==> src/rtl/matrix_lock_arbiter.sv <==
// Matrix (least-recently-granted) arbiter with priority levels and a locked grant.
// The highest req_prio level among active requestors wins; the precedence matrix
// only breaks ties inside that level. A grant stays locked until its req drops.
// Optional feature: define MATRIX_ARB_TIMEOUT_EN to revoke grants held MAX_HOLD cycles.
module matrix_lock_arbiter #(
  parameter int NUM_REQUESTORS = 4,
  parameter int PRIORITY_WIDTH = 2,
  parameter int MAX_HOLD       = 16
) (
  input  logic                                     clk,
  input  logic                                     rst,
  input  logic [NUM_REQUESTORS-1:0]                req,
  input  logic [NUM_REQUESTORS*PRIORITY_WIDTH-1:0] req_prio,
  output logic [NUM_REQUESTORS-1:0]                grant,
  output logic [((NUM_REQUESTORS > 1) ? $clog2(NUM_REQUESTORS) : 1)-1:0] grant_id,
  output logic                                     grant_valid,
  output logic                                     timeout
);

  localparam int N    = NUM_REQUESTORS;
  localparam int PW   = PRIORITY_WIDTH;
  localparam int ID_W = (N > 1) ? $clog2(N) : 1;

  // Out-of-range parameters are rejected when the design is elaborated.
  if ((N < 2) || (N > 32) || (MAX_HOLD < 1) || (MAX_HOLD > 65535)) begin : g_param_check
    $error("matrix_lock_arbiter: parameter out of range");
  end

  typedef enum logic {
    IDLE,
    LOCKED
  } state_t;

  state_t                 state, state_n;
  logic [N-1:0][N-1:0]    w, w_n;
  logic [N-1:0]           grant_n;
  logic [ID_W-1:0]        grant_id_n;
  logic [PW-1:0]          max_prio;
  logic [N-1:0]           eligible;
  logic [N-1:0]           winner;
  logic [ID_W-1:0]        winner_id;
  logic                   beats;

`ifdef MATRIX_ARB_TIMEOUT_EN
  localparam logic [15:0] HOLD_LAST = 16'(MAX_HOLD - 1);
  logic [15:0]            hold_cnt, hold_cnt_n;
  logic                   timeout_n;
`endif

  // Find the top active priority level, then the matrix winner within that level.
  always_comb begin
    max_prio  = '0;
    eligible  = '0;
    winner    = '0;
    winner_id = '0;
    beats     = 1'b0;
    for (int i = 0; i < N; i++) begin
      if (req[i] && (req_prio[i*PW +: PW] > max_prio)) begin
        max_prio = req_prio[i*PW +: PW];
      end
    end
    for (int i = 0; i < N; i++) begin
      eligible[i] = req[i] && (req_prio[i*PW +: PW] == max_prio);
    end
    for (int i = 0; i < N; i++) begin
      beats = eligible[i];
      for (int j = 0; j < N; j++) begin
        if ((j != i) && eligible[j] && !w[i][j]) begin
          beats = 1'b0;
        end
      end
      winner[i] = beats;
      if (beats) begin
        winner_id = ID_W'(i);
      end
    end
  end

  // Next-state logic: issue a grant from IDLE, hold or release it in LOCKED.
  always_comb begin
    state_n    = state;
    grant_n    = grant;
    grant_id_n = grant_id;
    w_n        = w;
`ifdef MATRIX_ARB_TIMEOUT_EN
    hold_cnt_n = hold_cnt;
    timeout_n  = 1'b0;
`endif
    case (state)
      IDLE: begin
        if (|req) begin
          state_n    = LOCKED;
          grant_n    = winner;
          grant_id_n = winner_id;
          // The winner loses to everyone from now on: clear its row, set its column.
          for (int i = 0; i < N; i++) begin
            for (int j = 0; j < N; j++) begin
              if (winner[i]) begin
                w_n[i][j] = 1'b0;
              end
              if (winner[j] && (i != j)) begin
                w_n[i][j] = 1'b1;
              end
            end
          end
`ifdef MATRIX_ARB_TIMEOUT_EN
          hold_cnt_n = '0;
`endif
        end
      end
      LOCKED: begin
        if (!(|(grant & req))) begin
          state_n    = IDLE;
          grant_n    = '0;
          grant_id_n = '0;
        end
`ifdef MATRIX_ARB_TIMEOUT_EN
        else if (hold_cnt == HOLD_LAST) begin
          state_n    = IDLE;
          grant_n    = '0;
          grant_id_n = '0;
          timeout_n  = 1'b1;
        end else begin
          hold_cnt_n = hold_cnt + 16'd1;
        end
`endif
      end
      default: begin
        state_n    = IDLE;
        grant_n    = '0;
        grant_id_n = '0;
      end
    endcase
  end

  // State, grant and precedence registers; reset restores lowest-index-wins order.
  always_ff @(posedge clk) begin
    if (!rst) begin
      state    <= IDLE;
      grant    <= '0;
      grant_id <= '0;
      for (int i = 0; i < N; i++) begin
        for (int j = 0; j < N; j++) begin
          w[i][j] <= (i < j);
        end
      end
`ifdef MATRIX_ARB_TIMEOUT_EN
      hold_cnt <= '0;
      timeout  <= 1'b0;
`endif
    end else begin
      state    <= state_n;
      grant    <= grant_n;
      grant_id <= grant_id_n;
      w        <= w_n;
`ifdef MATRIX_ARB_TIMEOUT_EN
      hold_cnt <= hold_cnt_n;
      timeout  <= timeout_n;
`endif
    end
  end

`ifndef MATRIX_ARB_TIMEOUT_EN
  assign timeout = 1'b0;
`endif

  assign grant_valid = |grant;

endmodule
==> config.mk <==
export PLATFORM = sky130hd
export DESIGN_NAME = matrix_lock_arbiter
export DESIGN_NICKNAME = d
export VERILOG_FILES = /design/src/rtl/matrix_lock_arbiter.sv
export SDC_FILE = /design/constraint.sdc
export NUM_CORES = 1
export LEC_CHECK = 0
export CAP_MARGIN = 20
export CORE_MARGIN = 2
export CORE_UTILIZATION = 50
export CTS_CLUSTER_DIAMETER = 30
export CTS_CLUSTER_SIZE = 14
export DETAILED_ROUTE_END_ITERATION = 12
export PLACE_DENSITY_LB_ADDON = 0.05
export RECOVER_POWER = 100
export SYNTH_ARGS = -nofsm -noshare
export SYNTH_HDL_FRONTEND = slang
export SYNTH_SLANG_ARGS = --single-unit
==> constraint.sdc <==
create_clock -name clk -period 7.98 [get_ports clk]
set_clock_uncertainty 0.15 [all_clocks]
set_input_delay 2.394 -clock clk [delete_from_list [all_inputs] [get_ports clk]]
set_output_delay 2.394 -clock clk [all_outputs]
set_load 0.05 [all_outputs]
After elaboration in Yosys (flattened, before gate mapping)
Index checks and enable logic that the tools add are counted.
{"block": "word_totals", "inputBits": 14, "register_bits": 19, "out_inout_bits": 8}
{"block": "classes", "eq_ne": 6, "mux": 44, "order_cmp": 4, "n_reduce_logical": 48, "bitwise_logic": 2}
{"op": "$mux W1", "n": 31}
{"op": "$logic_and A1 B1 Y1", "n": 20}
{"op": "$reduce_and A3 Y1", "n": 6}
{"op": "$mux W2", "n": 8}
{"op": "$logic_not A1 Y1", "n": 12}
{"op": "$reduce_bool A2 Y1", "n": 6}
{"op": "$reduce_or A4 Y1", "n": 3}
{"op": "$eq A2 B2 Y1", "n": 4}
{"op": "$mux W4", "n": 2}
{"op": "$pmux W4 S2", "n": 1}
{"op": "$gt A2 B2 Y1", "n": 3}
{"op": "$and A4 B4 Y4", "n": 1}
{"op": "$ne A2 B2 Y1 const B", "n": 2}
{"op": "$pmux W2 S2", "n": 1}
{"op": "$gt A2 B1 Y1 const B", "n": 1}
{"op": "$pmux W1 S2", "n": 1}
{"op": "$reduce_and A2 Y1", "n": 1}
{"op": "$not A1 Y1", "n": 1}

Longest topological paths before layout
Gate-level depths: netlist of the first run.
{"block": "depth", "word_depth": 23, "ltp_mapped": 22, "depth_no_buf": 20}

Worst setup path after synthesis of the first run
OpenSTA, ideal clock, no wires.
{"block": "synth_timing", "path_type": "input to register", "start": "input req_prio[1]", "end": "register w[11] (netlist bit)", "path_slack_ps": 1193, "setup_ps": 120, "t_arrival_ps": 6517, "n_path_buf": 2, "path_stages": 21, "cell_sequence": "nand2_1 -> ha_1 -> nor2b_4 -> o211a_4 -> o21a_1 -> ha_1 -> nor2b_4 -> o211ai_2 -> buf_2 -> o211a_4 -> nand2b_1 -> ha_1 -> nor2b_1 -> o21a_1 -> buf_6 -> o21ai_1 -> o41ai_1 -> a211oi_2 -> nor3_2 -> or4_4 -> a211o_1"}
{"block": "synth_via", "elab_chain_len": 20}
{"item": "start, declared", "line": "13", "rtl": "input logic [NUM_REQUESTORS*PRIORITY_WIDTH-1:0] req_prio,"}
{"item": "$gt A2 B1 Y1", "line": "58", "rtl": "if (req[i] && (req_prio[i*PW +: PW] > max_prio)) begin"}
{"item": "$logic_and A1 B1 Y1", "line": "58"}
{"item": "$mux W2", "line": "58"}
{"item": "$gt A2 B2 Y1", "line": "58"}
{"item": "$logic_and A1 B1 Y1", "line": "58"}
{"item": "$mux W2", "line": "58"}
{"item": "$gt A2 B2 Y1", "line": "58"}
{"item": "$logic_and A1 B1 Y1", "line": "58"}
{"item": "[2 not listed]"}
{"item": "$logic_and A1 B1 Y1", "line": "58"}
{"item": "$mux W2", "line": "58"}
{"item": "$eq A2 B2 Y1", "line": "63", "rtl": "eligible[i] = req[i] && (req_prio[i*PW +: PW] == max_prio);"}
{"item": "$logic_and A1 B1 Y1", "line": "63"}
{"item": "$logic_and A1 B1 Y1", "line": "68", "rtl": "if ((j != i) && eligible[j] && !w[i][j]) begin"}
{"item": "$mux W1 (3 in a row)", "line": "68"}
{"item": "$reduce_bool A2 Y1 (no line)"}
{"item": "$reduce_and A3 Y1 (no line)"}
{"item": "end signal, assigned by index", "line": "144", "rtl": "w[i][j] <= (i < j);"}
{"item": "end signal, assigned", "line": "155", "rtl": "w <= w_n;"}
{"item": "end, declared", "line": "35", "rtl": "logic [N-1:0][N-1:0] w, w_n;"}
Parallel ways exist; a longest one is shown, timed or not.
A chain may end at the register's enable or synchronous reset.

Worst setup path in the final report of the first run
{"block": "layout_timing", "start": "input req[0]", "end": "register w[11] (netlist bit)"}
{"block": "layout_via", "elab_chain_len": 19}
{"item": "start, declared", "line": "12", "rtl": "input logic [NUM_REQUESTORS-1:0] req,"}
{"item": "$logic_and A1 B1 Y1", "line": "58"}
{"item": "$mux W2", "line": "58"}
{"item": "$gt A2 B2 Y1", "line": "58"}
{"item": "$logic_and A1 B1 Y1", "line": "58"}
{"item": "$mux W2", "line": "58"}
{"item": "$gt A2 B2 Y1", "line": "58"}
{"item": "$logic_and A1 B1 Y1", "line": "58"}
{"item": "$mux W2", "line": "58"}
{"item": "$gt A2 B2 Y1", "line": "58"}
{"item": "$logic_and A1 B1 Y1", "line": "58"}
{"item": "$mux W2", "line": "58"}
{"item": "$eq A2 B2 Y1", "line": "63"}
{"item": "$logic_and A1 B1 Y1", "line": "63"}
{"item": "$logic_and A1 B1 Y1", "line": "68"}
{"item": "$mux W1 (3 in a row)", "line": "68"}
{"item": "$reduce_bool A2 Y1 (no line)"}
{"item": "$reduce_and A3 Y1 (no line)"}
Parallel ways exist; a longest one is shown, timed or not.

==> metrics, run 1 <==
status=finished, violations left; failing checks=DRC; Synth top area share=0.2521; hold path cells=1; Post-CTS Resized=0; antenna violations before repair=0; syn avg cell area=8.383 um2; Req. time, crit path=8.03 ns; syn_nets=200; Synth area leader=dfxtp_1; Adder-Cell Fraction of Synth Area=0.04975; reg2reg end=w[11]; # rows=19; Critical Path, Cell by Cell=clkdlybuf4s50_1, nand2_1, ha_1, nor2b_4, o211a_4, o21a_1, ha_1, nor2b_1, o211ai_2, o211a_4, nand2b_1, ha_1, nor2b_1, o21a_1, o21ai_1, o41ai_1, a211oi_2, nor3_2, or4_4, a211o_1; synthesis-to-finish area growth=15.67%; largest family of logic cells by synthesized area=compound AO/OA/AOI/OAI gates; wire per inst=15.91 um; max frequency=131.9 MHz; DRC viols=2; fin nets=222; Die Area=3473 um2; Post-Synth XOR/XNOR Area=0.02239; Pre-Repair DR Iteration Count=9; R2R setup slack=6.10 ns; count leader, synth=dfxtp_1; DP Wirelength=2995 um; Final ANT Viol Nets=0; top_reg_cell synth=dfxtp_1; CP dominant cell by count=ha_1; Leak=0.0006977 uW; element type at the critical path start=primary input; Post-CTS Hold Fix Bufs=0; worst hold start=w[7]; Post-synth ARST share=0; drt total wl=3692 um; Tmin final=7.583 ns; pin count of the biggest net entering global routing=14; hold worst-path end=w[7]; Critical Setup Path Class=primary input to flip-flop; final core occ=0.6222; Setup Fix Bufs, Post-CTS=0; Post-synth EDFFs=0; critical path peak fanout=11; grt total ovfl=0; Clock Tree Root=clkbuf_4; Max rail drop VDD=0.0001648 V; Synth cell types=61; PortBufs=20; die height=58.94 um; Final Hold Fails=0; max-cap violations=0; proportion of synthesized area in mux cells=0.01327; vias in the first global route=1404; Area contributors post-synth=dfxtp_1, ha_1, nand2_1; RSZ-0062 raised after global routing=no; fin. max-slew vios=0; htree depth=1; Power Density=181.1 nW/um2; worst skew pair latency=0.29 ns; synth warn=0; cell count after synthesis=180; CTS Buf Count=3; Simple-Gate Fraction of Synth Area=0.2711; Final Cycle Share=0.9502; Data arrival, critical path=7.63 ns; Clock transition at path regs=0.11 ns; Initial Utilization=0.5379; hold crit path type=flip-flop to flip-flop; slew margin rel.=0.6631; total core area=2805 um2; Synth Cell Area=1509 um2; via count=1447; diodes inserted=0; final setup vio count=0; Synth top cells by count=dfxtp_1, nand2_1, nor2_1, inv_1, o21ai_0; CP Capture Type=flip-flop; # IOs=22; clk sinks=19; ratio of cells with drive above 1 in the final layout=0.1095; critical path's largest stage delay=0.57 ns; Die X=58.94 um; R2R cell count=3; maximum root-to-sink buffer count=2; DRT iter0 DRCs=66; register bit total from synthesis=19; critical path's slowest cell=clkdlybuf4s50_1; worst r2r src=state; Vias/cell=6.237; CTS tree=done; final setup TNS=0 ns; Synth Area in Compound Gates=0.3375; total global-route track usage=0.2367; first-pass GRT wire length=6465 um; GPL Wtd Cong=0.8556; Worst-Margin Slew=0.5038 ns; post-synthesis sequential area ratio=0.2521
==> power breakdown <==
group	total [uW]	internal (uW)	switching, uW
combinational	153	60.4	92.3
clock	47.8	19.5	28.3
sequential	116	107	8.70
==> state kept, by name (all words and copies together), names as in the netlist <==
register / flops
grant: 4
state: 1
w: 12
grant_id: 2
==> logic make-up (layout without fill, tap and decap cells) <==
family / Yosys count / count (layout)
AO/OA/AOI/OAI: 61 / 61
AND/OR/NAND/NOR: 71 / 71
flip-flops: 19 / 19
XOR/XNOR: 3 / 3
buffers and inverters: 17 / 38
multiplexers: 2 / 2
other: 1 / 1
adder cells (fa/ha/maj): 6 / 6
==> cell usage in the layout (no fill, tap or decap), types with 2 or more instances in the layout <==
| master | n |
|---|---|
| dfxtp_1 | 19 |
| nand2_1 | 18 |
| nor2_1 | 12 |
| clkdlybuf4s50_1 | 12 |
| inv_1 | 10 |
| o21ai_0 | 9 |
| dlygate4sd3_1 | 8 |
| ha_1 | 6 |
| nand2b_1 | 5 |
| o211ai_1 | 5 |
| nor3_1 | 5 |
| a21oi_1 | 5 |
| and2_1 | 4 |
| o21a_1 | 4 |
| o21ai_1 | 4 |
| or3_1 | 4 |
| and3_1 | 4 |
| a211o_1 | 4 |
| o211a_4 | 3 |
| o2bb2ai_1 | 3 |
| nand3_1 | 3 |
| clkbuf_4 | 3 |
| nor2b_1 | 2 |
| o211ai_2 | 2 |
| o2111ai_1 | 2 |
| or2_2 | 2 |
| xor2_1 | 2 |
| mux2i_1 | 2 |
| a31oi_1 | 2 |
| or4_4 | 2 |
| nor4_1 | 2 |
| a211oi_1 | 2 |
| clkbuf_1 | 2 |
| buf_4 | 2 |
==> metal layers <==
layer | vias to the layer above | share of wire | track usage
met5 | - | 0 | 0
met4 | 0 | 0 | 0.02273
met3 | 0 | 0.057 | 0.04615
met2 | 48 | 0.45 | 0.3635
met1 | 673 | 0.49 | 0.3549
li1 | 726 | - | -
==> critical path: cells and delay by family <==
kind	cells	cell delay, ns
buffers and inverters	1	0.57
adders and majority gates	3	0.86
AOI/OAI and AO/OA	9	2.40
and+or+nand+nor	7	1.38
==> stage by stage <==
step,total power [uW],hold slack [ns],cells,setup slack (ns),area [um2]
floorplan,233.4,0.2863,180,1.193,1509
global placement,270.3,0.2976,228,0.3022,1734
detailed placement,273.8,0.3044,228,0.1083,1734
CTS,320.8,0.3292,232,0.4090,1760
global route,337.2,0.3714,232,0.05534,1745
finish,316.1,0.3288,232,0.3972,1745
==> final cells by class <==
class	instances	area, um2
flip-flops and latches	19	380.4
fillers	254	1060
inverters	11	41.29
well taps	31	38.79
repair buffers	23	219.0
multi-input cells	144	1040
clock buffers	4	26.28
==> worst max-delay path by stage <==
stage | endpoint | slack (ns) | startpoint
2_1_floorplan | w[11] | 1.19 | req_prio[1]
3_3_place_gp | w[11] | 0.30 | req[0]
3_5_place_dp | w[11] | 0.11 | req[0]
4_1_cts | w[11] | 0.41 | req[0]
5_1_grt | w[11] | 0.06 | req[0]
6_report | w[11] | 0.40 | req[0]
Note: power is estimated with default switching activity, not from simulation.
==> run 2, diff against run 1 <==
--- a/config.mk
+++ b/config.mk
@@ -11,8 +11,8 @@
 export CTS_CLUSTER_DIAMETER = 30
 export CTS_CLUSTER_SIZE = 14
 export DETAILED_ROUTE_END_ITERATION = 12
+export GPL_TIMING_DRIVEN = 0
 export PLACE_DENSITY_LB_ADDON = 0.05
-export RECOVER_POWER = 100
 export SYNTH_ARGS = -nofsm -noshare
 export SYNTH_HDL_FRONTEND = slang
 export SYNTH_SLANG_ARGS = --single-unit
==> run 2 against run 1 <==
  * The flow still finishes with violations (DRC)
  * First-iteration DRC count rose by 11%
  * Die area is the same
  * Global-route usage is 0.19 points higher
  * Critical endpoint unchanged
  * Largest cell class unchanged
  * Highest routed layer is now met4
==> metrics, run 2 (synthesis results as in run 1) <==
ratio of cells with drive above 1 in the final layout=0.1281 (+0.01863); R2R cell count=3 (unchanged); Vias/cell=6.308 (+1.1%); # IOs=22 (unchanged); clock network power share=0.148 (-0.003); Final Cycle Share=0.9637 (+0.01349); Placement Setup Slack=-0.02705 ns (-0.1354 ns); Setup Fix Bufs, Post-CTS=0 (unchanged); max frequency=130.0 MHz (-1.4%); synthesis-to-finish area growth=16.92%; Post-CTS Resized=0 (unchanged); Critical Setup Path Class=primary input to flip-flop; Final Hold Fails=0 (unchanged); largest register by flop count=w; Sw Pwr=132.6 uW (+2.5%); Gate power share=0.494 (+0.011); Clock Tree Root=clkbuf_4; failing checks=DRC; final worst slack=0.2895 ns (-0.1077 ns); Leak=0.0006885 uW (-1.3%); max-cap violations=0 (unchanged); grt total ovfl=0 (unchanged); GPL Wtd Cong=0.8041 (-6.0%); Tmin final=7.691 ns (+0.1077 ns); Power Density=183.7 nW/um2 (+1.4%); Clock transition at path regs=0.09 ns (-0.02 ns); Req. time, crit path=8.02 ns (about the same); total core area=2805 um2 (unchanged); antenna violations before repair=0 (unchanged); CTS tree=done; pin count of the biggest net entering global routing=11 (-3); hold path cells=2 (+1); status=finished, violations left; via count=1476 (+2.0%); final setup vio count=0 (unchanged); RSZ-0062 raised after global routing=no; hold crit path type=flip-flop to flip-flop; die height=58.94 um (unchanged); slew margin rel.=0.6504 (-0.01275); Worst-Margin Slew=0.5235 ns (+0.01965 ns); top flop regs=w (12), grant (4), grant_id (2); PortBufs=19 (-5.0%); Reg power frac=0.357 (-0.009); drt total wl=3819 um (+3.4%); Pre-Repair DR Iteration Count=8 (-1); fin nets=224 (+0.90%); critical path peak fanout=10 (-1); DP Wirelength=2989 um (-0.17%); DRC viols=2 (unchanged); Final ANT Viol Nets=0 (unchanged); Reg area=380.4 um2 (unchanged); CTS Buf Count=3 (unchanged); element type at the critical path start=primary input; worst skew pair latency=0.30 ns (about the same); switching portion of total power=0.4092 (about the same); fin. max-slew vios=0 (unchanged); # rows=19 (unchanged); Die Area=3473 um2 (unchanged); Multi-input gate area=1051 um2 (+1.1%); clk sinks=19 (unchanged); Die X=58.94 um (unchanged); vias in the first global route=1402 (-0.14%); Data arrival, critical path=7.73 ns (+0.10 ns); smallest hold slack=0.3361 ns (+0.007352 ns); max reg flops=12 (unchanged); CP Capture Type=flip-flop; Initial Utilization=0.5379 (unchanged); wire per inst=16.32 um (+2.6%); most frequent cells in the layout=dfxtp_1, clkdlybuf4s50_1, nand2_1; first-pass GRT wire length=6458 um (-0.11%); final core occ=0.6289 (+0.006691); fill cell count=256 (+0.79%); total global-route track usage=0.2386 (+0.001929); Max rail drop VDD=0.0001033 V (-37%); Pint=191.5 uW (+2.5%); Post-CTS Hold Fix Bufs=0 (unchanged); diodes inserted=0 (unchanged); maximum root-to-sink buffer count=2 (unchanged); htree depth=1 (unchanged); DRT iter0 DRCs=73 (+11%)
## run 2: layout make-up
class / instances / area share
inverters: 11 / 0.02340
multi-input cells: 144 / 0.5957
repair buffers: 19 / 0.1078
flip-flops and latches: 19 / 0.2156
clock buffers: 4 / 0.01489
well taps: 31 / 0.02199
plain buffers: 6 / 0.02057
## run 2: worst paths after layout
check              start    end  slack [ns]
setup / recovery  req[0]  w[11]        0.29
hold / removal      w[8]   w[8]        0.34
setup reg to reg   state  w[11]        6.08
hold reg to reg     w[8]   w[8]        0.34
## run 2: routing by layer
layer  GRT usage  part of all wire
met1      0.3257              0.45
met4     0.04221            0.0031
met5           0                 0
met2      0.4000              0.48
met3     0.03956             0.068
## run 2: power by group through the flow
stage	registers (uW)	logic, uW	clock network, uW
after floorplan	128	106	0
after global placement	117	154	0
after detailed placement	118	158	0
after CTS	116	159	49.2
after global routing	117	174	53.1
final	116	160	48.1
## run 2: critical path, stage by stage
cell and delay, ns:
clkdlybuf4s50_1 0.65, nand2_1 0.22, ha_1 0.35, nor2b_4 0.15
o2111ai_1 0.35, o21a_1 0.19, ha_1 0.24, nor2b_4 0.13
o211ai_2 0.18, buf_2 0.25, o211a_4 0.22, nand2b_1 0.12
ha_1 0.25, nor2b_1 0.17, o21ai_1 0.42, o21ai_0 0.27
nor2_1 0.22, o311ai_1 0.17, or4_4 0.50, a211o_1 0.31
## run 2: stage by stage
stage	power [uW]	area [um2]	instances	setup TNS (ns)
6_report	324.1	1764	234	0
5_1_grt	344.6	1764	234	0
4_1_cts	323.8	1764	234	0
3_5_place_dp	275.7	1738	230	-0.02705
3_3_place_gp	270.3	1738	230	0
2_1_floorplan	233.4	1509	180	0
==> run 3, diff against run 2 <==
--- a/config.mk
+++ b/config.mk
@@ -7,7 +7,7 @@
 export LEC_CHECK = 0
 export CAP_MARGIN = 20
 export CORE_MARGIN = 2
-export CORE_UTILIZATION = 50
+export CORE_UTILIZATION = 30
 export CTS_CLUSTER_DIAMETER = 30
 export CTS_CLUSTER_SIZE = 14
 export DETAILED_ROUTE_END_ITERATION = 12
==> run 3 against run 2 <==
  * Via count decreased by 2.3%
  * Critical endpoint unchanged
  * Utilization decreased by 24 points
  * Critical path type unchanged
  * Non-clock buffer count increased by 1
  * First-iteration DRC count decreased by 34%
  * Maximum frequency increased by 0.10%
  * The flow now finishes without violations
==> metrics, run 3 (synthesis results as in run 1) <==
CP Capture Type=flip-flop; critical path's slowest cell=clkdlybuf4s50_1; Bufs and invs on worst path=3 (+1); fill cell count=509 (+99%); hold crit path type=flip-flop to flip-flop; first-pass GRT wire length=6437 um (-0.33%); Critical Setup Path Class=primary input to flip-flop; Non-Filler Instances=271 (+16%); drt total wl=4041 um (+5.8%); Max rail drop VDD=0.0001364 V (+32%); DRT iter0 DRCs=48 (-34%); Post-CTS Hold Fix Bufs=0 (unchanged); DP Wirelength=3272 um (+9.5%); htree depth=1 (unchanged); CTS tree=done; ratio of cells with drive above 1 in the final layout=0.1422 (+0.01408); fin. max-slew vios=0 (unchanged); final setup vio count=0 (unchanged); synthesis-to-finish area growth=21.97%; # IOs=22 (unchanged); wire per inst=14.91 um (-8.6%); most frequent cells in the layout=dfxtp_1, clkdlybuf4s50_1, nand2_1; DRC viols=0 (-2); clk sinks=19 (unchanged); CTS Buf Count=3 (unchanged); RSZ-0062 raised after global routing=no; Placed Cells=266 (+16%); Final Cycle Share=0.9627 (-0.0009898); worst skew pair latency=0.26 ns (-0.04 ns); Design Area, Final=1841 um2 (+4.3%); Tmin final=7.683 ns (-0.007899 ns); Final Hold Fails=0 (unchanged); slew margin rel.=0.6585 (+0.008096); Tot Pwr=345.4 uW (+6.6%); final core occ=0.3846 (-0.2443); Critical Path, Cell by Cell=clkdlybuf4s50_1, nand2_1, ha_1, nor2b_4, o2111ai_1, o21a_1, ha_1, nor2b_4, o211ai_2, buf_2, o211a_4, nand2b_1, ha_1, nor2b_1, o21a_1, buf_6, o21ai_1, o41ai_1, a211oi_2, nor3_2, or4_4, a211o_1; PortBufs=19 (unchanged); Die X=74.92 um (+27%); Power Density=187.7 nW/um2 (+2.2%); critical path peak fanout=10 (unchanged); largest register by flop count=w; Vias/cell=5.321 (-16%); top cell family by delay on the critical path=compound AO/OA/AOI/OAI gates; critical path's largest stage delay=0.63 ns (-0.02 ns); Final ANT Viol Nets=0 (unchanged); total core area=4786 um2 (+71%); GPL Wtd Cong=0.7567 (-5.9%); Req. time, crit path=7.98 ns (-0.04 ns); antenna violations before repair=0 (unchanged); via count=1442 (-2.3%); Reg area=380.4 um2 (unchanged); Clock Tree Root=clkbuf_8; pin count of the biggest net entering global routing=12 (+1); # rows=25 (+6); grt total ovfl=0 (unchanged); max-cap violations=0 (unchanged); element type at the critical path start=primary input; Pre-Repair DR Iteration Count=4 (-4); Die Area=5613 um2 (+62%); total global-route track usage=0.1485 (-0.09011); Data arrival, critical path=7.68 ns (-0.05 ns); vias in the first global route=1349 (-3.8%); Initial Utilization=0.3153 (-0.2226); maximum root-to-sink buffer count=2 (unchanged); Clock transition at path regs=0.07 ns (-0.02 ns); Leak=0.0007042 uW (+2.3%); diodes inserted=0 (unchanged); Multi-input gate area=1055 um2 (+0.36%); status=complete, no violations; die height=74.92 um (+27%); cell area after placement=1783 um2 (+2.6%); max frequency=130.2 MHz (+0.10%); CP dominant cell by count=ha_1; Worst-Margin Slew=0.5043 ns (-0.01916 ns); fin nets=225 (+0.45%); top flop regs=w (12), grant (4), grant_id (2); max reg flops=12 (unchanged)
## run 3: worst register-to-register path, stage by stage, from the launching register on
cell,delay (ns)
dfxtp_1,0.36
or2_2,0.35
or4_4,0.60
a211o_1,0.32
## run 3: where the power goes
part / internal, uW / switching, uW / total (uW)
Clock: 34.7 / 32.5 / 67.2
Combinational: 66.3 / 96.5 / 163
Sequential: 107 / 8.37 / 115
Total: 208 / 137 / 345
## run 3: stage by stage
| stage | setup slack, ns | hold WS, ns | setup TNS (ns) |
|---|---|---|---|
| 6_report | 0.2974 | 0.3260 | 0 |
| 5_1_grt | 0.02777 | 0.3490 | 0 |
| 4_1_cts | 0.2031 | 0.3245 | 0 |
| 3_5_place_dp | -0.02742 | 0.3134 | -0.02742 |
| 3_3_place_gp | 0.02196 | 0.2955 | 0 |
| 2_1_floorplan | 1.193 | 0.2863 | 0 |
## run 3: cell type report
class | instances | area share
clock buffer | 3 | 0.02243
timing repair buffer | 20 | 0.1074
sequential | 19 | 0.2067
buffer | 6 | 0.01971
clock inverter | 1 | 0.002719
tap | 67 | 0.04555
multi-input combinational | 144 | 0.5731
inverter | 11 | 0.02243
## run 3: what timing repair did
action	4_1_cts	5_1_grt
resized for setup	0	1
buffers inserted	0	1
endpoints found under the setup margin	0	4
## run 3: final timing paths
path / start / end / slack [ns] / cells past startpoint
max: req[0] / w[11] / 0.30 / 22
min: w[13] / w[13] / 0.33 / 2
max reg2reg: state / w[11] / 6.09 / 3
min reg2reg: w[13] / w[13] / 0.33 / 2
## run 3: metal layers
layer  GRT usage  vias up  part of all wire
li1            -      732                 -
met1      0.1828      678              0.45
met2      0.2622       25              0.50
met3     0.01473        7             0.036
met4     0.06349        0             0.018
met5           0        -                 0
